[src/rtl/probe_sel_ctrl_if.sv]
`default_nettype none
// ============================================================================
// Module      : probe_sel_ctrl_if
// Description : Request handshake and select outputs of the probe select ctrl.
// Revision    : 1.0 - initial release
// ============================================================================
interface probe_sel_ctrl_if #(
    parameter int N  = 4,
    parameter int CW = 2
);
    logic          req_valid;
    logic [CW-1:0] req_chan;
    logic          req_ready;
    logic          scan_en;
    logic [N-1:0]  sw;
    logic [CW-1:0] cur_chan;
    logic          sel_valid;

    modport master (
        output req_valid, req_chan, scan_en,
        input  req_ready, sw, cur_chan, sel_valid
    );

    modport slave (
        input  req_valid, req_chan, scan_en,
        output req_ready, sw, cur_chan, sel_valid
    );
endinterface
`default_nettype wire

[src/rtl/probe_sel_ctrl.sv]
`default_nettype none
// ============================================================================
// Module      : probe_sel_ctrl
// Description : Break-before-make one-hot probe mux select with request
//               handshake. Optional auto-scan: PROBE_SEL_AUTOSCAN_EN.
// Revision    : 1.0 - initial release
// ============================================================================
module probe_sel_ctrl #(
    parameter int N     = 4,
    parameter int CW    = 2,
    parameter int GUARD = 2,
    parameter int DWELL = 16
) (
    input  wire logic         clk,
    input  wire logic         rst_n,
    probe_sel_ctrl_if.slave   bus
);
    localparam logic [1:0] c_IDLE   = 2'd0;
    localparam logic [1:0] c_GUARD  = 2'd1;
    localparam logic [1:0] c_ACTIVE = 2'd2;

    localparam int GW = (GUARD > 1) ? $clog2(GUARD) : 1;
    localparam logic [GW-1:0] c_GUARD_LAST = GW'((GUARD > 0) ? GUARD - 1 : 0);
    localparam logic [CW:0]   c_N          = (CW + 1)'(N);
    localparam logic [N-1:0]  c_ONE        = N'(1);

    logic [1:0]    state_q, state_d;
    logic [CW-1:0] target_q, target_d;
    logic [CW-1:0] cur_chan_q, cur_chan_d;
    logic [GW-1:0] guard_cnt_q, guard_cnt_d;
    logic [N-1:0]  sw_q, sw_d;
    logic          sel_valid_q, sel_valid_d;
    logic          req_ready_q, req_ready_d;

    logic          w_accept;
    logic          w_chan_on;
    logic          w_go;
    logic [CW-1:0] w_go_chan;

    assign w_accept  = bus.req_valid && req_ready_q;
    assign w_chan_on = {1'b0, bus.req_chan} < c_N;

`ifdef PROBE_SEL_AUTOSCAN_EN
    localparam int DW = (DWELL > 1) ? $clog2(DWELL) : 1;
    localparam logic [DW-1:0] c_DWELL_LAST = DW'(DWELL - 1);
    localparam logic [CW-1:0] c_LAST_CHAN  = CW'(N - 1);

    logic [DW-1:0] dwell_cnt_q, dwell_cnt_d;
    logic [CW-1:0] w_next_chan;

    assign w_next_chan = (cur_chan_q == c_LAST_CHAN) ? '0 : cur_chan_q + CW'(1);

    always_ff @(posedge clk) begin
        if (!rst_n) begin
            dwell_cnt_q <= '0;
        end else begin
            dwell_cnt_q <= dwell_cnt_d;
        end
    end
`else
    logic unused_scan_en;
    assign unused_scan_en = bus.scan_en;
`endif

    // State register; all outputs are registered from next-state values.
    always_ff @(posedge clk) begin
        if (!rst_n) begin
            state_q     <= c_IDLE;
            target_q    <= '0;
            cur_chan_q  <= '0;
            guard_cnt_q <= '0;
            sw_q        <= '0;
            sel_valid_q <= 1'b0;
            req_ready_q <= 1'b1;
        end else begin
            state_q     <= state_d;
            target_q    <= target_d;
            cur_chan_q  <= cur_chan_d;
            guard_cnt_q <= guard_cnt_d;
            sw_q        <= sw_d;
            sel_valid_q <= sel_valid_d;
            req_ready_q <= req_ready_d;
        end
    end

    always_comb begin
        state_d     = state_q;
        target_d    = target_q;
        cur_chan_d  = cur_chan_q;
        guard_cnt_d = '0;
        w_go        = 1'b0;
        w_go_chan   = bus.req_chan;
`ifdef PROBE_SEL_AUTOSCAN_EN
        dwell_cnt_d = '0;
`endif
        case (state_q)
            c_IDLE: begin
                if (w_accept) begin
                    w_go = w_chan_on;
`ifdef PROBE_SEL_AUTOSCAN_EN
                end else if (bus.scan_en) begin
                    w_go      = 1'b1;
                    w_go_chan = '0;
`endif
                end
            end
            c_GUARD: begin
                if (guard_cnt_q == c_GUARD_LAST) begin
                    state_d    = c_ACTIVE;
                    cur_chan_d = target_q;
                end else begin
                    guard_cnt_d = guard_cnt_q + GW'(1);
                end
            end
            c_ACTIVE: begin
                // A request always wins over a dwell expiry in the same cycle.
                if (w_accept) begin
                    if (!w_chan_on) begin
                        state_d = c_IDLE;
                    end else if (bus.req_chan != cur_chan_q) begin
                        w_go = 1'b1;
                    end
`ifdef PROBE_SEL_AUTOSCAN_EN
                end else if (bus.scan_en) begin
                    if (dwell_cnt_q == c_DWELL_LAST) begin
                        w_go      = 1'b1;
                        w_go_chan = w_next_chan;
                    end else begin
                        dwell_cnt_d = dwell_cnt_q + DW'(1);
                    end
`endif
                end
            end
            default: state_d = c_IDLE;
        endcase

        if (w_go) begin
            target_d = w_go_chan;
            if (GUARD == 0) begin
                state_d    = c_ACTIVE;
                cur_chan_d = w_go_chan;
            end else begin
                state_d = c_GUARD;
            end
        end
    end

    always_comb begin
        sw_d        = '0;
        sel_valid_d = 1'b0;
        req_ready_d = (state_d != c_GUARD);
        if (state_d == c_ACTIVE) begin
            sw_d        = c_ONE << cur_chan_d;
            sel_valid_d = 1'b1;
        end
    end

    assign bus.sw        = sw_q;
    assign bus.sel_valid = sel_valid_q;
    assign bus.req_ready = req_ready_q;
    assign bus.cur_chan  = cur_chan_q;

endmodule
`default_nettype wire

[src/flat_wrapper.sv]
// flat-port wrapper written by rule: the top's interface ports become plain ports
module probe_sel_ctrl_flat 
#(
    parameter int N     = 4,
    parameter int CW    = 2,
    parameter int GUARD = 2,
    parameter int DWELL = 16
)
  (clk, rst_n, bus_req_valid, bus_req_chan, bus_scan_en, bus_req_ready, bus_sw, bus_cur_chan, bus_sel_valid);
  probe_sel_ctrl_if #(.N(N), .CW(CW)) bus_i ();
  input  wire logic clk;
  input  wire logic rst_n;
  input wire logic [$bits(bus_i.req_valid)-1:0] bus_req_valid;
  input wire logic [$bits(bus_i.req_chan)-1:0] bus_req_chan;
  input wire logic [$bits(bus_i.scan_en)-1:0] bus_scan_en;
  output wire logic [$bits(bus_i.req_ready)-1:0] bus_req_ready;
  output wire logic [$bits(bus_i.sw)-1:0] bus_sw;
  output wire logic [$bits(bus_i.cur_chan)-1:0] bus_cur_chan;
  output wire logic [$bits(bus_i.sel_valid)-1:0] bus_sel_valid;
  assign bus_i.req_valid = bus_req_valid;
  assign bus_i.req_chan = bus_req_chan;
  assign bus_i.scan_en = bus_scan_en;
  assign bus_req_ready = bus_i.req_ready;
  assign bus_sw = bus_i.sw;
  assign bus_cur_chan = bus_i.cur_chan;
  assign bus_sel_valid = bus_i.sel_valid;
  probe_sel_ctrl #(.N(N), .CW(CW), .GUARD(GUARD), .DWELL(DWELL)) u_core (.clk(clk), .rst_n(rst_n), .bus(bus_i));
endmodule
[config.mk]
export PLATFORM = sky130hd
export DESIGN_NAME = probe_sel_ctrl_flat
export DESIGN_NICKNAME = d
export VERILOG_FILES = /design/src/rtl/probe_sel_ctrl_if.sv /design/src/rtl/probe_sel_ctrl.sv /design/src/flat_wrapper.sv
export SDC_FILE = /design/constraint.sdc
export NUM_CORES = 1
export LEC_CHECK = 0
export CORE_AREA = 5 5 42 44
export CTS_CLUSTER_SIZE = 14
export DETAILED_ROUTE_END_ITERATION = 8
export DIE_AREA = 0 0 47 49
export PLACE_DENSITY = 0.72
export SYNTH_ARGS = -nofsm -noshare
export SYNTH_HDL_FRONTEND = slang
export SYNTH_SLANG_ARGS = --single-unit
[constraint.sdc]
create_clock -name clk -period 1.2 [get_ports clk]
set_input_delay 0.12 -clock clk [delete_from_list [all_inputs] [get_ports clk]]
set_output_delay 0.12 -clock clk [all_outputs]
set_load 0.05 [all_outputs]
# Yosys cells after proc, flatten, opt, wreduce, memory -nomap -nowiden
# Index checks and enable logic that the tools add are counted.
# op_classes
n_reduce_logical	5
n_bitwise	2
div_mod_pow	0
mux	10
n_mul	0
order_cmp	0
n_addsub	1
eq_ne	5
shifts	1
# op_table
operator	n
2-to-1 mux 2 bit	4
equality test 2 bit, second input constant	2
2-to-1 mux 1 bit	4
case mux 2 bit (2 select lines)	1
left shift 1 x 2 -> 4 bit, first input constant	1
OR reduction 3 bit	1
equality test 2 x 1 -> 1 bit, second input constant	1
logical NOT 2 bit	1
inequality test 2 x 1 -> 1 bit, second input constant	1
inequality test 2 bit	1
inverter 1 bit	2
case mux 1 bit (2 select lines)	1
AND reduction 2 bit	1
OR reduction 2 bit	1
adder 1 bit, second input constant	1
logical AND 1 bit	1
# totals
mem_count	0
ram_bits	0
romBits	0
ff_bits	13
latch_bits	0
wordCells	31
in_bits	6
out_inout_bits	8

# Longest topological paths before layout
# logic_depth
ltp_word	7
ltp_mapped	3
mapped_depth_nobuf	3

# Least setup slack after synthesis
# Ideal clock, no wire load.
# synth_path
kind	reg2reg
from	register u_core.cur_chan_q[1], in the netlist u_core.bus.cur_chan[1]
to	register u_core.target_q[0]
t_arrival_ps	1538
slack_ps	-410
setup_ps	72
n_path_buf	0
path_stages_with_launch	4
period_less_slack_ps	1610
t_required_ps	1128
path_cell_list	dfxtp_1 xnor2_1 a311oi_4 mux2i_1
# synth_via
elab_chain_len	4
# synth_lines
item	line	text
from (decl)	probe_sel_ctrl.sv:29	logic [CW-1:0] cur_chan_q, cur_chan_d;
from (signal assigned)	probe_sel_ctrl.sv:78	cur_chan_q <= cur_chan_d;
inequality test 2 bit	probe_sel_ctrl.sv:120	end else if (bus.req_chan != cur_chan_q) begin
2-to-1 mux 1 bit	probe_sel_ctrl.sv:120	
2-to-1 mux 1 bit	probe_sel_ctrl.sv:117	if (w_accept) begin
case mux 1 bit (2 select lines)	probe_sel_ctrl.sv:96	case (state_q)
to (signal assigned)	probe_sel_ctrl.sv:77	target_q <= target_d;
to (decl)	probe_sel_ctrl.sv:28	logic [CW-1:0] target_q, target_d;
# No other way between the ends.
# A chain may end at the register's enable or synchronous reset.

# Final worst setup path
# layout_path
from	register u_core.cur_chan_q[0], in the netlist u_core.bus.cur_chan[0]
to	register u_core.sw_q[1], in the netlist u_core.bus.sw[1]
# layout_via
elab_chain_len	7
word_cells_on_any_way	10
classes_between	eq/ne: 2; shift: 1; mux: 6; reduce/logical: 1
# layout_lines
item	line	text
inequality test 2 bit	probe_sel_ctrl.sv:120	
2-to-1 mux 1 bit	probe_sel_ctrl.sv:120	
2-to-1 mux 1 bit	probe_sel_ctrl.sv:117	
case mux 1 bit (2 select lines)	probe_sel_ctrl.sv:96	
2-to-1 mux 2 bit	probe_sel_ctrl.sv:137	if (w_go) begin
equality test 2 bit	probe_sel_ctrl.sv:152	if (state_d == c_ACTIVE) begin
AND reduction 2 bit (no source line)	n/a	
to (signal assigned)	probe_sel_ctrl.sv:80	sw_q <= sw_d;
to (decl)	probe_sel_ctrl.sv:31	logic [N-1:0] sw_q, sw_d;
# Several ways; a longest one is shown, not always the timed one.

==> impl_results.md <==
- Outcome: complete, but fails checks
- Failing checks: negative setup slack
- Fin cells: 81
- CTS tree: done
- Register bit total from synthesis: 13
- Clock H-tree levels: 1
- Dpl cell area: 777 sq um
- DP HPWL: 819 um
- Initial DRC Count: 4
- Reg2reg end: u_core.bus.sw[1]
- Post-route cell area: 877 sq um
- Share of cells above drive strength 1: 0.538
- Initial Util: 0.350
- Slew Limit Headroom: 0.747
- Total grt overflow: 0
- R2R Path Start: u_core.bus.cur_chan[0]
- CTS root buffer: clkbuf_4
- Worst EP arrival: 1.36 ns
- Setup WS post-layout: -0.000638 ns
- Max Cap Viol: 0
- Sequential fraction of the synthesis area: 0.531
- Top Ports: 14
- DR vias/cell: 5.22
- Commonest cells after routing, fill and taps aside: buf_12 (8), dfxtp_1 (7), buf_4 (6)
- RSZ-0062 raised after global routing: yes
- Drt drc: 0
- Startpoint Class: flop
- # diodes: 0
- Global-route wire length before repair: 2.06 mm
- Commonest non-fill, non-tap cell in the layout: buf_12
- Placed cell count: 76
- Clock skew: 0.00450 ns
- Port-buffer cells: 12
- Worst min-delay path class: primary input to flop
- Peak Freq: 0.833 GHz
- Pin count of the biggest net entering global routing: 9
- Cell accounting for the most synthesized area: dfxtp_1
- Cell count after synthesis: 42
- Crit path capture type: flop
- Clk Latency, worst-skew pair: 0.28 ns
- Worst-margin pin slew: 0.369 ns
- Synth-to-layout area growth: 78.8%
- Die height: 49 um
- Die width: 47 um
- Syn nets: 48
- Library cells used by synthesis: 17
- Worst Hold End: u_core.target_q[0]
- # nets final: 72
- Worst reg2reg path depth: 4
- Hold path cells: 3
- Setup violators final: 1
- Tot GR Track Use: 0.129
- Synth top area cells: dfxtp_1 (53%), mux2i_1 (8.2%), a311oi_4 (5.4%), nor4_1 (5.1%), nand2_1 (3.8%)
- Routed len/inst: 15.0 um
- Yosys Warn Count: 0
- Final Util: 0.626
- R2R setup slack: -0.0006 ns
- Worst EP required: 1.36 ns
- Full die area: 2300 sq um
- Pins Over Slew Limit: 0
- Mean post-synth cell area: 11.7 sq um
- Total power divided by cell area: 1100 nW/um^2
- 1st-pass router iterations: 4
- CORE AREA: 1400 sq um
- Period utilization: 1.00
- Num rows: 14
- Worst setup startpoint: u_core.bus.cur_chan[0]
- Hold Crit Start: bus_req_chan[0]
- Maximum vdd drop: 0.748 mV
- Clock slew at reported path FFs: 0.08 ns
- Max Root-Sink Buffers: 2
- Num CTS Buffers: 3
- Final min period: 1.20 ns
- Postcts setup bufs: 0
- Crit Path Category: flop to flop
- Fillers: 107
- Critical path peak fanout: 5
- Vias in the first global route: 431
- Total number of vias: 423
- Placer congestion estimate: 0.767
- Leakage: 0.386 nW
- WL final: 1.22 mm
- Fin. Hold Viols: 0
- Initial antenna violation count: 0
- Post-synth top area share: 0.531
- CTS Hold Bufs: 0
- Clk sinks: 13
- Mapped Area: 490 sq um
- Total power: 967 uW
- Post-DRT Antenna Nets: 0
-- worst max path at each step --
stage	end	slack [ns]	cells after the start
floorplan	u_core.target_q[0]	-0.07	3
global placement	u_core.bus.sw[1]	-0.35	5
detailed placement	u_core.bus.sw[2]	-0.42	5
CTS	u_core.target_q[0]	-0.002	4
global route	u_core.target_q[0]	-0.06	4
finish	u_core.bus.sw[1]	-0.0006	4
-- sequential cells by signal, indices dropped and copies added, names as in the netlist --
signal                count
u_core.bus.cur_chan       2
u_core.bus.req_ready      1
u_core.bus.sel_valid      1
u_core.bus.sw             4
u_core.guard_cnt_q        1
u_core.state_q            2
u_core.target_q           2
-- area by class of cell --
class	count	area, sq um	area share
tap	16	20.0	0.0228
sequential	13	275	0.314
multi-input combinational	28	293	0.334
clock buffer	4	26.3	0.0300
timing repair buffer	20	263	0.300
-- timing repair --
item                                   in CTS  in global routing
setup endpoints to repair                   9                 10
gates resized for setup                    10                  3
gates cloned                                1                  0
endpoints found under the hold margin       0                  0
-- stage by stage --
stage	hold WS [ns]	setup slack [ns]	setup TNS (ns)
floorplan	0.262	-0.0721	-0.379
global placement	0.465	-0.353	-2.53
detailed placement	0.469	-0.419	-2.88
CTS	0.318	-0.00179	-0.00179
global route	0.257	-0.0568	-0.242
finish	0.222	-0.000638	-0.000638
-- cells by family (layout without fill, tap and decap cells) --
family	count (synthesis)	in the layout	share of synthesized area
multiplexers	6	6	0.135
buffers and inverters	1	24	0.0102
XOR/XNOR	2	2	0.0357
AND/OR/NAND/NOR	16	16	0.186
flip-flops	13	13	0.531
AO/OA/AOI/OAI	4	4	0.102
-- layer usage --
| layer | share of wire | wire length, um | GRT usage | vias up |
|---|---|---|---|---|
| met5 | 0 | 0 | 0 | - |
| li1 | - | - | - | 197 |
| met3 | 0.042 | 51 | 0.0369 | 4 |
| met2 | 0.51 | 620 | 0.190 | 13 |
| met4 | 0.021 | 25 | 0.0691 | 0 |
| met1 | 0.43 | 521 | 0.164 | 209 |
-- worst max-delay path, cell delays in order, from the launching register on --
cell and delay (ns):
dfxtp_4 0.37, xnor2_4 0.13, a311oi_4 0.30, buf_2 0.23, nor4_4 0.06
-- power by group --
part / internal [mW] / switching (mW) / total [mW]
Combinational: 0.114 / 0.0997 / 0.213
Sequential: 0.457 / 0.0258 / 0.483
Clock: 0.129 / 0.142 / 0.270
Total: 0.700 / 0.267 / 0.967
-- synth_stat cells --
master,n
nand2b_1,1
a21o_2,1
xnor2_1,2
and2_1,2
a21bo_2,1
nor2_1,2
a21oi_1,1
mux2_4,1
dfxtp_1,13
mux2_2,1
mux2i_1,4
nor4_1,4
nor4bb_1,1
a311oi_4,1
nand3b_2,1
nand2_1,5
buf_2,1
Note: power is estimated with default switching activity, not from simulation.
